### src/rtl/regfile_wb_sequencer.sv
// regfile_wb_sequencer: arbitrates ALU (req0) and load (req1) write-backs onto the single
// register-file write port, driving a registered SETUP/STROBE/HOLD sequence on rf_regwrite.
// Ports: clk/reset (async, active-high); reqN_valid/rd/data in, reqN_ready out;
// rf_wr/rf_wd/rf_regwrite to the register file; pend_valid/pend_addr for hazard stalls;
// wr_count counts strobed writes.
module regfile_wb_sequencer #(
    parameter int XLEN       = 32,
    parameter int AW         = 5,
    parameter int CNT_W      = 16,
    parameter int FIXED_PRIO = 0
) (
    input  logic             clk,
    input  logic             reset,
    input  logic             req0_valid,
    input  logic [AW-1:0]    req0_rd,
    input  logic [XLEN-1:0]  req0_data,
    output logic             req0_ready,
    input  logic             req1_valid,
    input  logic [AW-1:0]    req1_rd,
    input  logic [XLEN-1:0]  req1_data,
    output logic             req1_ready,
    output logic [AW-1:0]    rf_wr,
    output logic [XLEN-1:0]  rf_wd,
    output logic             rf_regwrite,
    output logic             pend_valid,
    output logic [AW-1:0]    pend_addr,
    output logic [CNT_W-1:0] wr_count
);
    typedef enum logic [1:0] {IDLE, SETUP, STROBE, HOLD} state_t;
    state_t state, state_n;
    logic last_grant, open, win0, t0, t1, go;
    logic [AW-1:0] xrd;
    logic [XLEN-1:0] xd;
    always_comb begin
        open       = state == IDLE || state == HOLD;
        win0       = FIXED_PRIO != 0 ? 1'b1 : last_grant;
        req0_ready = open & (!req1_valid | win0);
        req1_ready = open & (!req0_valid | !win0);
        t0         = req0_valid & req0_ready;
        t1         = req1_valid & req1_ready;
        xrd        = t1 ? req1_rd : req0_rd;
        xd         = t1 ? req1_data : req0_data;
        // writes to x0 are consumed without touching the port
        go         = (t0 | t1) && xrd != '0;
        state_n    = state == SETUP ? STROBE : state == STROBE ? HOLD : go ? SETUP : IDLE;
    end
    // strobe is a flop so the file never sees a decode glitch
    always_ff @(posedge clk or posedge reset) begin
        if (reset) begin
            state       <= IDLE;
            rf_regwrite <= 1'b0;
            rf_wr       <= '0;
            rf_wd       <= '0;
            pend_valid  <= 1'b0;
            pend_addr   <= '0;
            wr_count    <= '0;
            last_grant  <= 1'b1;
        end else begin
            state       <= state_n;
            rf_regwrite <= state_n == STROBE;
            pend_valid  <= state_n != IDLE;
            if (state_n == STROBE) wr_count <= wr_count + 1'b1;
            if (t0 | t1) last_grant <= t1;
            if (go) begin
                rf_wr     <= xrd;
                rf_wd     <= xd;
                pend_addr <= xrd;
            end
        end
    end
endmodule
### config.mk
export PLATFORM = sky130hd
export DESIGN_NAME = regfile_wb_sequencer
export DESIGN_NICKNAME = d
export VERILOG_FILES = /design/src/rtl/regfile_wb_sequencer.sv
export SDC_FILE = /design/constraint.sdc
export NUM_CORES = 1
export LEC_CHECK = 0
export CAP_MARGIN = 20
export CELL_PAD_IN_SITES_DETAIL_PLACEMENT = 0
export CELL_PAD_IN_SITES_GLOBAL_PLACEMENT = 1
export CORE_MARGIN = 3
export CORE_UTILIZATION = 32
export CTS_CLUSTER_SIZE = 16
export DETAILED_ROUTE_END_ITERATION = 12
export GPL_TIMING_DRIVEN = 0
export PLACE_DENSITY = 0.79
export SLEW_MARGIN = 5
export SYNTH_ARGS = -nofsm -noshare
export SYNTH_HDL_FRONTEND = slang
export SYNTH_SLANG_ARGS = --single-unit
### constraint.sdc
create_clock -name clk -period 3.1 [get_ports clk]
set_clock_uncertainty 0.05 [all_clocks]
set_input_delay 0.62 -clock clk [delete_from_list [all_inputs] [get_ports clk]]
set_output_delay 0.62 -clock clk [all_outputs]
set_load 0.005 [all_outputs]
Word-level counts from Yosys, hierarchy flattened
Index checks and enable logic that the tools add are counted.

word-level totals
  input bits = 78
  logic and storage cells = 32
  output and inout port bits = 62
  bits in registers = 58

operators by class
  reductions and logical operators = 8
  multiplexer cells = 5
  eq/ne operators = 4
  add/subtract/negate cells = 1
  bitwise operators = 7

operators by type and width
  kind                                           count
  2-to-1 mux 32 bit                              1
  adder 16 x 1 -> 16 bit, second input constant  1
  == test 2 bit, second input constant           3
  2-to-1 mux 5 bit                               1
  nonzero test 5 bit                             1
  bitwise AND 1 bit                              4
  2-to-1 mux 2 bit                               2
  zero test 1 bit                                3
  bitwise OR 1 bit                               3
  == test 2 x 1 -> 1 bit, second input constant  1
  zero test 2 bit                                1
  nonzero test 2 bit                             1
  logical AND 1 bit                              1
  logical OR 1 bit                               1
  2-to-1 mux 1 bit                               1

Logic depth before layout (Yosys ltp)
  depth in word-level cells = 11
  depth in mapped cells = 9
  depth with buffers taken out = 6

Worst setup path before layout
No wires, ideal clock.

  kind = flip-flop to flip-flop
  start = register state[0]
  end = register rf_wd[10]
  setup time = 0.125 ns
  arrival time = 2.045 ns
  slack = 0.880 ns
  cell stages (with the launch flop) = 10
  path buffers = 3
  period minus slack after synthesis = 2.220 ns
  cells stage by stage = dfrtp_1 > inv_1 > ha_1 > a21boi_4 > and2_1 > buf_2 > o311a_1 > buf_6 > buf_12 > mux2_4

between the ends
  word-level cells in the longest chain between the ends = 7
  elaborated cells on any way between the ends = 12

ends and longest elaborated chain
  what                                                     line  source
  start, declared                                          30    state_t state, state_n;
  start signal, assigned                                   59    state <= state_n;
  == test 2 bit / zero test 2 bit (equally long branches)  35    open = state == IDLE || state == HOLD;
  logical OR 1 bit (*)                                     35
  bitwise AND 1 bit (*)                                    38    req1_ready = open & (!req0_valid | !win0);
  named net req1_ready                                     21    output logic req1_ready,
  bitwise AND 1 bit (*)                                    40    t1 = req1_valid & req1_ready;
  2-to-1 mux 5 bit                                         41    xrd = t1 ? req1_rd : req0_rd;
  nonzero test 5 bit                                       44    go = (t0 | t1) && xrd != '0;
  logical AND 1 bit                                        44
  end signal, assigned                                     53    rf_wd <= '0;
  end signal, assigned                                     66    rf_wd <= xd;
  end, declared                                            23    output logic [XLEN-1:0] rf_wd,

The timed path passes the listed nets; every way through them passes the cells marked *.
A chain may end at the register's enable or synchronous reset.

Worst setup path in the final report
  start = input req0_valid
  end = output req1_ready

between the ends
  word-level cells in the longest chain between the ends = 3

ends and longest elaborated chain
  what               line  source
  start, declared    14    input logic req0_valid,
  zero test 1 bit    38
  bitwise OR 1 bit   38
  bitwise AND 1 bit  38
  end, declared      21

No other way between the ends.

==> impl_results.md <==
* Setup violations, final at 0
* CTS tree: done
* Fin nets at about 460
* Clock root cell: clkbuf_8
* IO Port Bufs at 138
* Inserted Diodes at 0
* Yosys reg bits at 58
* Later-pin clock latency in the skew report at between 0.3 and 0.4 ns
* Most frequent cell after synthesis: dfrtp_1
* Syn Area/Cell at about 13 µm²
* DIE AREA at around 11000 µm²
* Post-synth EDFFs at 0
* Max FO, Critical Path at 8
* # fillers at 799
* Vias in the first global route at between 2000 and 2500
* Drt drc at 0
* Synth warn at 0
* Post-Route WL at 7320 µm
* Die W at 103 µm
* Fmax achieved at roughly 380 MHz
* Pleak at roughly 2.0 nW
* Clk sink count at 58
* Maxcap violations at 0
* Unrepaired setup endpoints after global routing: false
* Clock transition at path regs at 0.07 ns
* Rel. slew slack at a little over half
* Synth async-reset ratio at between 90% and 100%
* DRT iter0 DRCs at 39
* Slowest stage delay, CP at roughly 0.57 ns
* Setup TNS at 0 ns
* Reg2reg setup slack at about 0.58 ns
* Hold Crit Class: reg -> reg
* Startpoint Class: input port
* I/O pin total at 140
* Synthesized area at a little over 3000 µm²
* Post-CTS sizing at 0
* Post-synth top area cell: dfrtp_1
* Level count of the clock H-tree at 3
* Setup Buffers After CTS at 0
* Drt pass-1 iters at 4
* Slew @ Worst Pin at around 0.7 ns
* Die height at about 100 µm
* Synthesized Nets at between 300 and 400
* WL/cell at about 15 µm
* Worst path required time at ~2.4 ns
* GP Congestion at roughly 0.78
* Critical path's most frequent cell: clkdlybuf4s50_1
* Top cells by area, synth: dfrtp_1 (47%), mux2_2 (14%), mux2_4 (13%), xnor2_1 (3.2%), mux2i_1 (1.7%)
* Outcome: completed
* Synth cell count leaders: dfrtp_1 (57), mux2_2 (38), mux2_4 (27)
* Pwr dens at between 900 and 1000 nW/µm²
* CORE AREA at between 8000 and 9000 µm²
* Tmin final at ~2.6 ns
* Final Hold Fails at 0
* Cts hold-fix bufs at 0
* First-pass GRT wire length at 11200 µm
* Vias per cell at approximately 4.7
* Fin crit share at a little over four fifths
* Cts bufs inserted at 9
* Clock buffer depth at 2
* Worst Setup Path Type: in -> out
* Synth-to-Final Area Change at 59.2%
* Overall Global Routing Usage at 13.5%
* Utilization of the core after routing at 53.9%
* CP endpoint kind: primary output
* Layout cells sized above 1 at between 20% and 30%
* Yosys top cell area share at between 40% and 50%
* Largest net degree at the start of global routing at 32
* Post-route ant nets at 0
* CP arrival at 1.96 ns
* Slowest cell on the critical path: clkdlybuf4s50_1
* Initial Utilization at about a third
* Number of max-slew violations in the final report at 0
* Detailed-route via count at 2281
* Synthesized instance count at between 200 and 250
* Cell variety after synth at 39
* Post-DP HPWL at 5600 µm
* Post-synth top flop: dfrtp_1
* Floorplan row count at 34
* Gr ovfl total at 0
* Critical Path, Cell by Cell: clkdlybuf4s50_1, a21boi_4, clkdlybuf4s50_1
* Post-synthesis sequential area ratio at around 48%
* Worst VDD drop at 0.000519 V
* Initial antenna violation count at 0
==> power by group <==
part	internal [mW]	switching (mW)	total [mW]
logic	1.69	0.884	2.57
registers	1.10	0.198	1.29
clock network	0.579	0.296	0.875
==> logic make-up after synthesis <==
| logic type | share of synthesized area, % |
|---|---|
| compound gates | 4.51 |
| xor+xnor | 4.35 |
| fa+ha+maj | 1.24 |
| buf+inv | 5.26 |
| flops | 48.1 |
| mux | 29.2 |
| simple gates | 7.37 |
==> sequential cells by signal, indices dropped and copies added, names as in the netlist <==
name,cells
last_grant,1
rf_regwrite,1
pend_valid,1
state,2
wr_count,16
rf_wr,5
rf_wd,32
==> critical path, delay by kind of cell <==
kind | cells | cell delay [ns]
buffers and inverters | 2 | 1.06
AOI/OAI and AO/OA | 1 | 0.29
==> per-layer routing <==
layer | GRT usage, % | vias to the layer above | routed length [µm]
li1 | - | 1108 | -
met1 | 17.9 | 1079 | 3330
met2 | 21.1 | 89 | 3230
met3 | 5.43 | 5 | 710
met4 | 2.69 | 0 | 44
met5 | 0 | - | 0
==> cells in the final DEF (no fill, tap or decap), drive strengths merged, types with 3 or more instances in the layout <==
master,instances
or4,3
dfrtp,57
nor3,3
xnor2,11
bufinv,3
clkdlybuf4s50,138
clkbuf,15
nand2,10
ha,3
nand4,7
mux2,65
nor2,9
xor2,4
inv,8
nand3,3
mux2i,5
buf,13
o2bb2ai,4
==> stage by stage <==
step	total power, mW	hold slack [ns]	cells	area, µm²	setup WS [ns]
floorplan	2.82	0.415	227	3020	0.880
global placement	3.89	0.408	473	4540	-0.140
detailed placement	3.91	0.417	474	4560	0.160
CTS	4.82	0.427	490	4810	0.477
global route	5.05	0.450	490	4810	0.412
finish	4.74	0.431	490	4810	0.468
==> final timing paths <==
check	startpoint	endpoint	cells past startpoint
max	req0_valid	req1_ready	3
min	wr_count[15]	wr_count[15]	1
max reg2reg	state[0]	rf_wd[0]	7
min reg2reg	wr_count[15]	wr_count[15]	1
max in group asynchronous	reset	last_grant	3
min in group asynchronous	reset	wr_count[14]	2
==> cell type report <==
type	instances	area [µm²]	area share [%]
Buffer	15	129	2.68
Clock buffer	12	155	3.22
Clock inverter	4	97.6	2.03
Inverter	8	30.0	0.624
Multi-Input combinational cell	146	1410	29.3
Sequential cell	58	1450	30.2
Tap cell	108	135	2.81
Timing Repair Buffer	139	1400	29.1
No activity file was read; power rests on OpenSTA's default activity.
